$ cat config.mk
export PLATFORM = sky130hd
export DESIGN_NAME = traffic_safety_monitor
export DESIGN_NICKNAME = d
export VERILOG_FILES = /design/src/rtl/traffic_safety_monitor.sv
export SDC_FILE = /design/constraint.sdc
export NUM_CORES = 1
export LEC_CHECK = 0
export ABC_CLOCK_PERIOD_IN_PS = 6700
export CAP_MARGIN = 20
export CORE_AREA = 2 2 77 79
export DETAILED_ROUTE_END_ITERATION = 10
export DIE_AREA = 0 0 79 81
export GPL_ROUTABILITY_DRIVEN = 0
export HOLD_SLACK_MARGIN = 0.06
export PLACE_DENSITY_LB_ADDON = 0.2
export RECOVER_POWER = 25
export SLEW_MARGIN = 10
export SYNTH_ARGS = -nofsm -noshare
export SYNTH_HDL_FRONTEND = slang
export SYNTH_SLANG_ARGS = --single-unit
$ cat constraint.sdc
create_clock -name clk -period 6.7 [get_ports clk]
set_clock_uncertainty 0.05 [all_clocks]
set_input_delay 0.67 -clock clk [delete_from_list [all_inputs] [get_ports clk]]
set_output_delay 0.67 -clock clk [all_outputs]
set_load 0.005 [all_outputs]
$ cat src/rtl/traffic_safety_monitor.sv
// Independent lamp-output observer for the intersection controller.
// Flags illegal lamp combinations, cross-group conflicts, short greens,
// wrong yellow lengths and missing all-red clearance, latches the first
// fault and requests flash-red.
module traffic_safety_monitor #(
    parameter int unsigned MIN_GREEN  = 20,
    parameter int unsigned YELLOW_CYC = 5,
    parameter int unsigned ALLRED_CYC = 2,
    parameter int unsigned CNT_W      = 8
) (
    input  logic       clk,
    input  logic       rst_n,
    input  logic       clr_fault,
    input  logic       ns_green,
    input  logic       ns_yellow,
    input  logic       ns_red,
    input  logic       ew_green,
    input  logic       ew_yellow,
    input  logic       ew_red,
    input  logic       n_left_green,
    input  logic       s_left_green,
    input  logic       e_left_green,
    input  logic       w_left_green,
    input  logic       n_left_red,
    input  logic       s_left_red,
    input  logic       e_left_red,
    input  logic       w_left_red,
    output logic       fault,
    output logic [2:0] fault_code,
    output logic       flash_req,
    output logic [7:0] viol_cnt
);

    localparam int unsigned       NGRP        = 2;
    localparam int unsigned       VC_W        = 8;
    localparam logic [CNT_W-1:0]  CNT_ONE     = CNT_W'(1);
    localparam logic [CNT_W-1:0]  CNT_MAX     = '1;
    localparam logic [CNT_W-1:0]  MIN_GREEN_C = CNT_W'(MIN_GREEN);
    localparam logic [CNT_W-1:0]  YELLOW_C    = CNT_W'(YELLOW_CYC);
    localparam logic [CNT_W-1:0]  ALLRED_C    = CNT_W'(ALLRED_CYC);
    localparam logic [VC_W-1:0]   VC_MAX      = '1;

    localparam logic [2:0] CODE_NONE     = 3'd0;
    localparam logic [2:0] CODE_ILLEGAL  = 3'd1;
    localparam logic [2:0] CODE_CONFLICT = 3'd2;
    localparam logic [2:0] CODE_SHORT    = 3'd3;
    localparam logic [2:0] CODE_YELLOW   = 3'd4;
    localparam logic [2:0] CODE_CLEAR    = 3'd5;

    typedef enum logic [1:0] {
        ST_UNKNOWN = 2'd0,
        ST_RED     = 2'd1,
        ST_GREEN   = 2'd2,
        ST_YELLOW  = 2'd3
    } trk_state_e;

    // Per-group tracker state (index 0 = NS, 1 = EW)
    trk_state_e       st_q       [NGRP];
    logic [CNT_W-1:0] dur_q      [NGRP];
    logic [NGRP-1:0]  from_unk_q;
    logic [NGRP-1:0]  go_q;
    logic [CNT_W-1:0] allred_q;

    // Combinational decode of the current sample
    trk_state_e      lamp_st [NGRP];
    logic [NGRP-1:0] grn, ylw, red;
    logic [NGRP-1:0] go, lamp_ok, trans, short_g, bad_y, no_clr;
    logic            left_bad, illegal, conflict;
    logic [2:0]      viol_code;

    // Lamp legality, transition detection and violation priority encode
    always_comb begin
        grn      = {ew_green,  ns_green};
        ylw      = {ew_yellow, ns_yellow};
        red      = {ew_red,    ns_red};
        go[0]    = ns_green | ns_yellow | n_left_green | s_left_green;
        go[1]    = ew_green | ew_yellow | e_left_green | w_left_green;
        left_bad = (n_left_green == n_left_red) | (s_left_green == s_left_red) |
                   (e_left_green == e_left_red) | (w_left_green == w_left_red);
        lamp_ok  = '0;
        trans    = '0;
        short_g  = '0;
        bad_y    = '0;
        no_clr   = '0;
        for (int i = 0; i < NGRP; i++) begin
            lamp_st[i] = ST_RED;
            if (grn[i])      lamp_st[i] = ST_GREEN;
            else if (ylw[i]) lamp_st[i] = ST_YELLOW;
            lamp_ok[i] = ($countones({grn[i], ylw[i], red[i]}) == 1);
            trans[i]   = lamp_ok[i] && (lamp_st[i] != st_q[i]);
            short_g[i] = trans[i] && !from_unk_q[i] && (st_q[i] == ST_GREEN) &&
                         (lamp_st[i] == ST_YELLOW) && (dur_q[i] < MIN_GREEN_C);
            bad_y[i]   = trans[i] && !from_unk_q[i] && (lamp_st[i] == ST_RED) &&
                         (((st_q[i] == ST_YELLOW) && (dur_q[i] != YELLOW_C)) ||
                          (st_q[i] == ST_GREEN));
            no_clr[i]  = (st_q[i] != ST_UNKNOWN) && go[i] && !go_q[i] &&
                         (allred_q < ALLRED_C);
        end
        illegal  = left_bad | ~(&lamp_ok);
        conflict = &go;
        if (illegal)       viol_code = CODE_ILLEGAL;
        else if (conflict) viol_code = CODE_CONFLICT;
        else if (|short_g) viol_code = CODE_SHORT;
        else if (|bad_y)   viol_code = CODE_YELLOW;
        else if (|no_clr)  viol_code = CODE_CLEAR;
        else               viol_code = CODE_NONE;
    end

    // Trackers, duration counters, fault latch and violation counter
    always_ff @(posedge clk or negedge rst_n) begin
        if (!rst_n) begin
            for (int i = 0; i < NGRP; i++) begin
                st_q[i]  <= ST_UNKNOWN;
                dur_q[i] <= '0;
            end
            from_unk_q <= '0;
            go_q       <= '0;
            allred_q   <= '0;
            fault      <= 1'b0;
            fault_code <= CODE_NONE;
            viol_cnt   <= '0;
        end else begin
            for (int i = 0; i < NGRP; i++) begin
                if (trans[i]) begin
                    st_q[i]       <= lamp_st[i];
                    dur_q[i]      <= CNT_ONE;
                    from_unk_q[i] <= (st_q[i] == ST_UNKNOWN);
                end else if (dur_q[i] != CNT_MAX) begin
                    dur_q[i] <= dur_q[i] + CNT_ONE;
                end
            end
            go_q <= go;
            if (go != '0)              allred_q <= '0;
            else if (allred_q != CNT_MAX) allred_q <= allred_q + CNT_ONE;

            if (viol_code != CODE_NONE) begin
                fault <= 1'b1;
                if (!fault || clr_fault) fault_code <= viol_code;
                if (viol_cnt != VC_MAX)  viol_cnt   <= viol_cnt + 8'd1;
            end else if (clr_fault) begin
                fault      <= 1'b0;
                fault_code <= CODE_NONE;
            end
        end
    end

    // Flash-red request mirrors the latched fault flop
    assign flash_req = fault;

endmodule
-- Yosys cells after proc, flatten, opt, wreduce, memory -nomap -nowiden
Cells that the tools add are included.
W data, S select, Z words.
- multiplexer cells: 20
- add/subtract/negate cells: 8
- order comparisons: 3
- bitwise logic cells: 11
- equality and inequality tests: 23
- reductions and logical operators: 47
- operators with widths (kind ; count):
    $mux W8 ; 6
    $add A8 B1 Y8 const B ; 4
    $ne A8 B8 Y1 const B ; 4
    $mux W3 ; 8
    $logic_and A1 B1 Y1 ; 22
    $lt A8 B5 Y1 const B ; 2
    $ne A8 B3 Y1 const B ; 2
    $reduce_bool A2 Y1 ; 7
    $eq A2 B2 Y1 const B ; 6
    $or A1 B1 Y1 ; 10
    $lt A8 B2 Y1 const B ; 1
    $mux W2 ; 4
    $reduce_and A2 Y1 ; 4
    $add A2 B1 Y3 ; 2
    $eq A3 B1 Y1 const B ; 2
    $reduce_or A2 Y1 ; 3
    $logic_not A1 Y1 ; 5
    $add A1 B1 Y2 ; 2
    $eq A1 B1 Y1 ; 4
    $eq A2 B1 Y1 const B ; 2
    $logic_not A2 Y1 ; 2
    $ne A2 B2 Y1 ; 2
    $logic_or A1 B1 Y1 ; 3
    $reduce_bool A3 Y1 ; 1
    other kinds (3) ; 4
- output and inout port bits: 13
- word-level logic and storage cells: 123
- flip-flop bits (word level): 44

-- Logic depth before layout (Yosys ltp)
- word-level depth: 15
- depth in mapped cells: 8
- mapped depth without buffers: 8

-- Worst setup path before layout
OpenSTA, ideal clock, no wires.
- path type: in2reg
- start: in ns_green
- end: reg viol_cnt[6]
- setup time: 0.125 ns
- cell stages on the path: 8
- buffers on the path: 0
- data required time: 6.525 ns
- arrival: 2.532 ns
- slack: 3.993 ns
- path through: inv_1 -> fa_1 -> nor4bb_1 -> nand2_1 -> o41a_1 -> nand3_4 -> nand4_2 -> mux2_4
- word-level cells in the longest chain between the ends: 14
- elaborated cells on any way between the ends: 33
- those cells by class: add/sub: 1; eq/ne: 4; mux: 6; bitwise: 5; reduce/logical: 17
- RTL lines (element ; RTL line ; text):
    start: declaration ; 14 ; input logic ns_green,
    parallel branches: the longest is 11 deep, another holds $add A2 B1 Y3 ; n/a ;
    $mux W3 (*) ; 101 ; if (illegal) viol_code = CODE_ILLEGAL;
    $reduce_bool A3 Y1 (*) ; 136 ; if (viol_code != CODE_NONE) begin
    $reduce_and A2 Y1 (no line) (*) ; n/a ;
    end signal: assignment ; 139 ; if (viol_cnt != VC_MAX) viol_cnt <= viol_cnt + 8'd1;
    end: declaration ; 31 ; output logic [7:0] viol_cnt
Every way passes the cells marked *.
A chain may end at the register's enable or synchronous reset.

==> results.tsv <==
stage	metric	value	unit
status	run status	finished with violations	
status	failing checks	design-rule violations	
sta	crit share post-route	46.5	%
die	Die Y	81	um
die	Initial Utilization	42.4	%
synth	Synth area leaders	dfrtp_1 46%, nor2_1 4.7%, xnor2_1 4.4%, nand3_1 3.7%, and3_1 3.4%	
synth	Synth Net Count	274	
critical_path	CP Class	in2reg	
synth	Seq/Total Area, Yosys	45.8	%
sta	Setup TNS Final	0	ns
synth	asr flop ratio synth	100	%
die	Core Region	5680	um^2
sta	Slew headroom	19.3	%
synth	top-area cell type share of the netlist area	45.8	%
run	Max-cap violations	0	
placement	pre-CTS WS	3.27	ns
detailed_routing	Antenna Nets Post-Route	0	
clock_tree	post-CTS setup buffer count	0	
clock_tree	count of clock tree sinks	44	
synth	Ys Warns	0	
detailed_routing	Detailed Route WL	4.64	mm
critical_path	Slowest cell on crit path	clkdlybuf4s50_1	
synth	most common cell in the netlist	dfrtp_1	
finish	fillers	538	
synth	Yosys cell types	46	
die	Die Footprint	6400	um^2
finish	share of post-route cells with drive strength above 1	5.99	%
sta	hold slack	0.445	ns
pwr	sequential power share	50.3	%
detailed_routing	post-DR vias/cell	5.18	
clock_tree	htree depth	2	
critical_path	critical path fanouts, max	9	
pwr	LEAKAGE	0.00126	uW
die	num rows	28	
pwr	Power Dens Cells	284	nW/um^2
pwr	Peak VDD IR	0.189	mV
pwr	sw frac	33.5	%
synth	Synth Flop Type	dfrtp_1	
clock_tree	CTS Hold Bufs	0	
pwr	Pint	540	uW
placement	placed cell area	2780	um^2
pwr	Net Switching	273	uW
synth	FF+latch count, synth	44	
clock_tree	TritonCTS clock tree	built	
grt	vias in the first global route	1719	
detailed_routing	Via Count	1861	
critical_path	crit-path max cell delay	0.61	ns
pwr	clock group share of total power	19.4	%
clock_tree	Clock Latency Late Sink	0.29	ns
critical_path	crit-path cells	clkdlybuf4s50_1, inv_1, fa_1, nand2b_1, nor3_1, and3_1, nand3_4, nand3_1, mux2_1	
sta	minimum clock period	3.11	ns
sta	worst-margin pin slew	1.21	ns
grt	total grt overflow	0	
sta	Setup violations, final	0	
placement	IO Port Bufs	29	
finish	multi-input logic area	1220	um^2
grt	first-pass GRT wire length	7.96	mm
detailed_routing	drt first pass iters	10	
synth	syn avg cell area	9.66	um^2
critical_path	CP Capture Type	register	
die	chip width	79	um
critical_path	WP buf/inv	2	
synth	cell taking the most area after synthesis	dfrtp_1	
critical_path	CP Launch Type	primary input	
critical_path	CP required	6.83	ns
synth	Mapped Area	2410	um^2
finish	number of nets in the layout	309	
finish	Seq. cell area	1100	um^2
worst_hold_path	worst hold path class	reg2reg	
clock_tree	Reg clk slew, reported paths	0.08	ns
finish	Finished Cell Area	2860	um^2
synth	Post-synth top cells	44 x dfrtp_1, 30 x nor2_1, 18 x nand3_1	
grt	total global-route track usage	15.9	%
clock_tree	CTS root buffer	clkbuf_8	
die	IO Count	30	
detailed_routing	WL/cell	12.9	um
sta	max-slew violations	0	
detailed_routing	1st-iter DRT viols	99	
sta	final hold vios	0	
grt	largest net degree at the start of global routing	45	
clock_tree	Clock Tree Buf Depth	2	
sta	f_max	321	MHz
placement	hpwl dp	3.25	mm
detailed_routing	DRC	2	
finish	number of diodes	0	
critical_path	WP data arrival	3.24	ns
sta	RSZ-0062 raised after global routing	no	
synth	EDFF count, synth	0	
critical_path	cell family with most CP delay	simple AND/OR/NAND/NOR gates	
grt	initial antenna violation count	0	
pwr	logic gate share of total power	30.3	%
finish	Layout area overhead	18.9	%
synth	Mapped Cells	249	
clock_tree	Num CTS Buffers	5	
clock_tree	Resized Gates After CTS	0	
sta	final worst setup slack	3.59	ns
registers in the layout, indices dropped and copies added (netlist names):
name	cells
st_q	4
allred_q	8
go_q	2
from_unk_q	2
dur_q	16
fault_code	3
fault	1
viol_cnt	8
layout make-up:
| class | count | area share, % |
|---|---|---|
| clock inverters | 1 | 0.175 |
| multi-input cells | 184 | 42.7 |
| flip-flops and latches | 44 | 38.5 |
| inverters | 17 | 2.23 |
| well taps | 75 | 3.28 |
| clock buffers | 6 | 2.54 |
| repair buffers | 32 | 10.6 |
power by group through the flow:
stage | registers (uW) | logic [uW] | clock network, uW
3_5_place_dp | 411 | 246 | 0
6_report | 409 | 247 | 158
3_3_place_gp | 412 | 243 | 0
4_1_cts | 407 | 249 | 166
2_1_floorplan | 392 | 165 | 0
5_1_grt | 423 | 279 | 181
kinds of logic after synthesis:
family | synth area share (%)
AND/OR/NAND/NOR | 25.9
multiplexers | 2.91
AO/OA/AOI/OAI | 10.3
XOR/XNOR | 6.92
adder cells (fa/ha/maj) | 4.78
flip-flops | 45.8
buffers and inverters | 3.43
layout by cell type (no fill, tap or decap), types with 2 or more instances in the layout:
| cell | n |
|---|---|
| a211oi_1 | 4 |
| a21o_1 | 2 |
| a21oi_1 | 7 |
| a221oi_1 | 2 |
| and3_1 | 13 |
| buf_4 | 2 |
| clkbuf_1 | 3 |
| clkbuf_8 | 5 |
| clkdlybuf4s50_1 | 28 |
| dfrtp_1 | 44 |
| fa_1 | 2 |
| ha_1 | 6 |
| inv_1 | 16 |
| mux2_1 | 2 |
| mux2_2 | 2 |
| nand2_1 | 10 |
| nand2b_1 | 6 |
| nand3_1 | 18 |
| nand3b_1 | 2 |
| nand4_1 | 9 |
| nand4b_1 | 2 |
| nor2_1 | 30 |
| nor3_1 | 7 |
| nor4_1 | 3 |
| nor4bb_1 | 2 |
| o211a_1 | 2 |
| o21ai_0 | 13 |
| or4_1 | 4 |
| xnor2_1 | 12 |
| xor2_1 | 7 |
metal layers:
metal / wire length (um) / track usage [%] / vias up
met2: 1880 / 22.4 / 38
met1: 2510 / 23.5 / 867
met4: 31 / 5.17 / 0
met3: 223 / 4.33 / 2
met5: 0 / 0 / -
li1: - / - / 954
worst paths after layout:
check | start | to | slack (ns) | cells past startpoint
setup / recovery | ew_green | viol_cnt[7] | 3.59 | 9
hold / removal | viol_cnt[4] | viol_cnt[4] | 0.45 | 1
setup reg to reg | allred_q[5] | viol_cnt[6] | 4.34 | 6
hold reg to reg | viol_cnt[4] | viol_cnt[4] | 0.45 | 1
max in group asynchronous | rst_n | allred_q[1] | 4.39 | 2
min in group asynchronous | rst_n | dur_q[15] | 0.53 | 1
through the flow:
step / util, % / power (uW) / instances
floorplan: - / 556 / 249
global placement: 49.0 / 655 / 351
detailed placement: 49.0 / 657 / 351
CTS: 50.4 / 821 / 358
global route: 50.4 / 883 / 359
finish: 50.4 / 813 / 359
Power figures use the tool's default switching activity.
==> edit: new RTL, same flow settings <==
Change the parameter `CNT_W` from 8 to 10.
--- a/src/rtl/traffic_safety_monitor.sv
+++ b/src/rtl/traffic_safety_monitor.sv
@@ -7,5 +7,5 @@
     parameter int unsigned YELLOW_CYC = 5,
     parameter int unsigned ALLRED_CYC = 2,
-    parameter int unsigned CNT_W      = 8
+    parameter int unsigned CNT_W      = 10
 ) (
     input  logic       clk,
Formal check against the unedited RTL: no difference found for any inputs over 10 cycles, from zero or initial values and one cycle with rst_n low; that may be too few to reach the edited logic, so the function may still have changed.
==> edit against the original RTL <==
The flow finishes with violations (capacitance limit, slew limit); total power rose by 8.8%; core utilization rose by 7.7 points; worst setup slack got worse by 0.38 ns; worst hold slack improved by 0.026 ns; non-clock buffer count did not move; combinational power rose by 6%; synthesized area rose by 18%; sequential cell count rose by 6; wire length rose by 19%; design area rose by 15%; critical path depth did not move; critical endpoint unchanged.
==> edit: results (changes against the original RTL) <==
Outcome -> finished, violations left (unchanged)
Clk_lat worst skew -> 0.31 ns (was 0.29 ns)
Worst EP arrival -> 3.64 ns (was 3.24 ns)
Fillers -> 532 (was 538)
Mean area per synthesized cell -> 9.567 um2 (was 9.663 um2)
Pre-CTS WS -> 2.893 ns (was 3.272 ns)
Wire length of the first global-routing pass -> 9735 um (was 7962 um)
Reg2reg start -> dur_q[17] (was allred_q[5])
Hold path endpoint -> viol_cnt[2] (was viol_cnt[4])
Worst Path Max Fanout -> 8 (was 9)
Placed insts -> 399 (was 351)
Layout cell share with drive strength beyond 1 -> 0.08735 (was 0.05986)
Pin count of the biggest net entering global routing -> 51 (was 45)
Unique masters post-synth -> 52 (was 46)
Global-route usage over all layers -> 0.1922 (was 0.1585)
Die W -> 79 um (unchanged)
Top flop regs -> dur_q: 20 flops, allred_q: 10 flops, viol_cnt: 8 flops (was dur_q: 16 flops, allred_q: 8 flops, viol_cnt: 8 flops)
Nets@finish -> 356 (was 309)
Final non-filler cell total -> 407 (was 359)
Vias/cell -> 5.425 (was 5.184)
Initial DRT Pass Iterations -> 4 (was 10)
Slew Limit Fails -> 51 (was 0)
Synth cell count leaders -> 50 x dfrtp_1, 47 x nor2_1, 23 x nand2_1, 17 x nand3_1, 16 x inv_1 (was 44 x dfrtp_1, 30 x nor2_1, 18 x nand3_1, 16 x inv_1)
Max Cap Violations -> 1 (was 0)
Reg2reg path depth -> 6 (unchanged)
DRT iter0 DRCs -> 129 (was 99)
Clock buffer count from CTS -> 5 (unchanged)
RR Endpoint -> viol_cnt[7] (was viol_cnt[6])
Sequential share of the synthesized area -> 0.4403 (was 0.4576)
Placed instance area -> 3214 um2 (was 2781 um2)
Min-Delay Startpoint -> viol_cnt[2] (was viol_cnt[4])
Reported leakage power -> 1.388 nW (was 1.265 nW)
Peak VDD IR -> 0.1220 mV (was 0.1893 mV)
Failing checks -> capacitance limit, slew limit (was DRC)
Relative slew slack -> -0.7769 (was 0.1926)
edit: changes by cell type in the layout (fill, tap and decap cells not counted), moves of 3 or more:
cell,change
xor2_1,+8
o21ai_0,-6
and3_1,-8
or4_1,-4
and4_1,+3
nor4_1,+3
nor3_1,+7
dfrtp_1,+6
nand2_1,+13
nor2_1,+17
a21oi_1,-3
edit: worst max-delay path: cells and delay by family:
kind	cells	cell delay (ns)
AND/OR/NAND/NOR	5	1.42
buffers and inverters	2	0.71
adder cells (fa/ha/maj)	1	0.51
multiplexers	1	0.33
edit: worst max path at each step:
stage | endpoint | from | slack (ns)
after detailed placement | viol_cnt[7] | ns_green | 2.89
after CTS | viol_cnt[7] | ns_green | 3.21
final | viol_cnt[7] | ns_green | 3.20
after floorplan | fault_code[1] | ew_green | 3.74
after global routing | viol_cnt[7] | ns_green | 2.96
after global placement | viol_cnt[7] | ns_green | 2.97
edit: area by class of cell:
type | instances | area [um2] | share of cell area
Clock buffer | 5 | 68.82 | 0.02085
Clock inverter | 3 | 21.27 | 0.006444
Inverter | 16 | 60.06 | 0.01820
Multi-Input combinational cell | 226 | 1501 | 0.4549
Sequential cell | 50 | 1251 | 0.3791
Tap cell | 75 | 93.84 | 0.02843
Timing Repair Buffer | 32 | 304.0 | 0.09212
edit: per-stage QoR:
step	hold WS [ns]	utilization
final	0.4709	0.5816
after global routing	0.4977	0.5816
after CTS	0.4346	0.5822
after detailed placement	0.4561	0.5664
after global placement	0.4441	0.5664
after floorplan	0.3244	-
edit: logic make-up after synthesis:
logic type,count (synthesis),synth area share
flip-flops,50,0.4403
AO/OA/AOI/OAI,24,0.06429
buffers and inverters,21,0.03127
adder cells (fa/ha/maj),8,0.04051
multiplexers,9,0.03699
XOR/XNOR,29,0.08939
AND/OR/NAND/NOR,156,0.2972
edit: routing by layer:
metal,GRT usage,vias to the layer above,routed length [um]
li1,-,1102,-
met1,0.2580,1063,2737
met2,0.3144,36,2552
met3,0.03667,7,168
met4,0.06552,0,88
met5,0,-,0
edit: power by group:
part	total, mW	switching (mW)	internal (mW)
sequential	0.445	0.0808	0.364
combinational	0.263	0.117	0.146
clock	0.177	0.104	0.0735
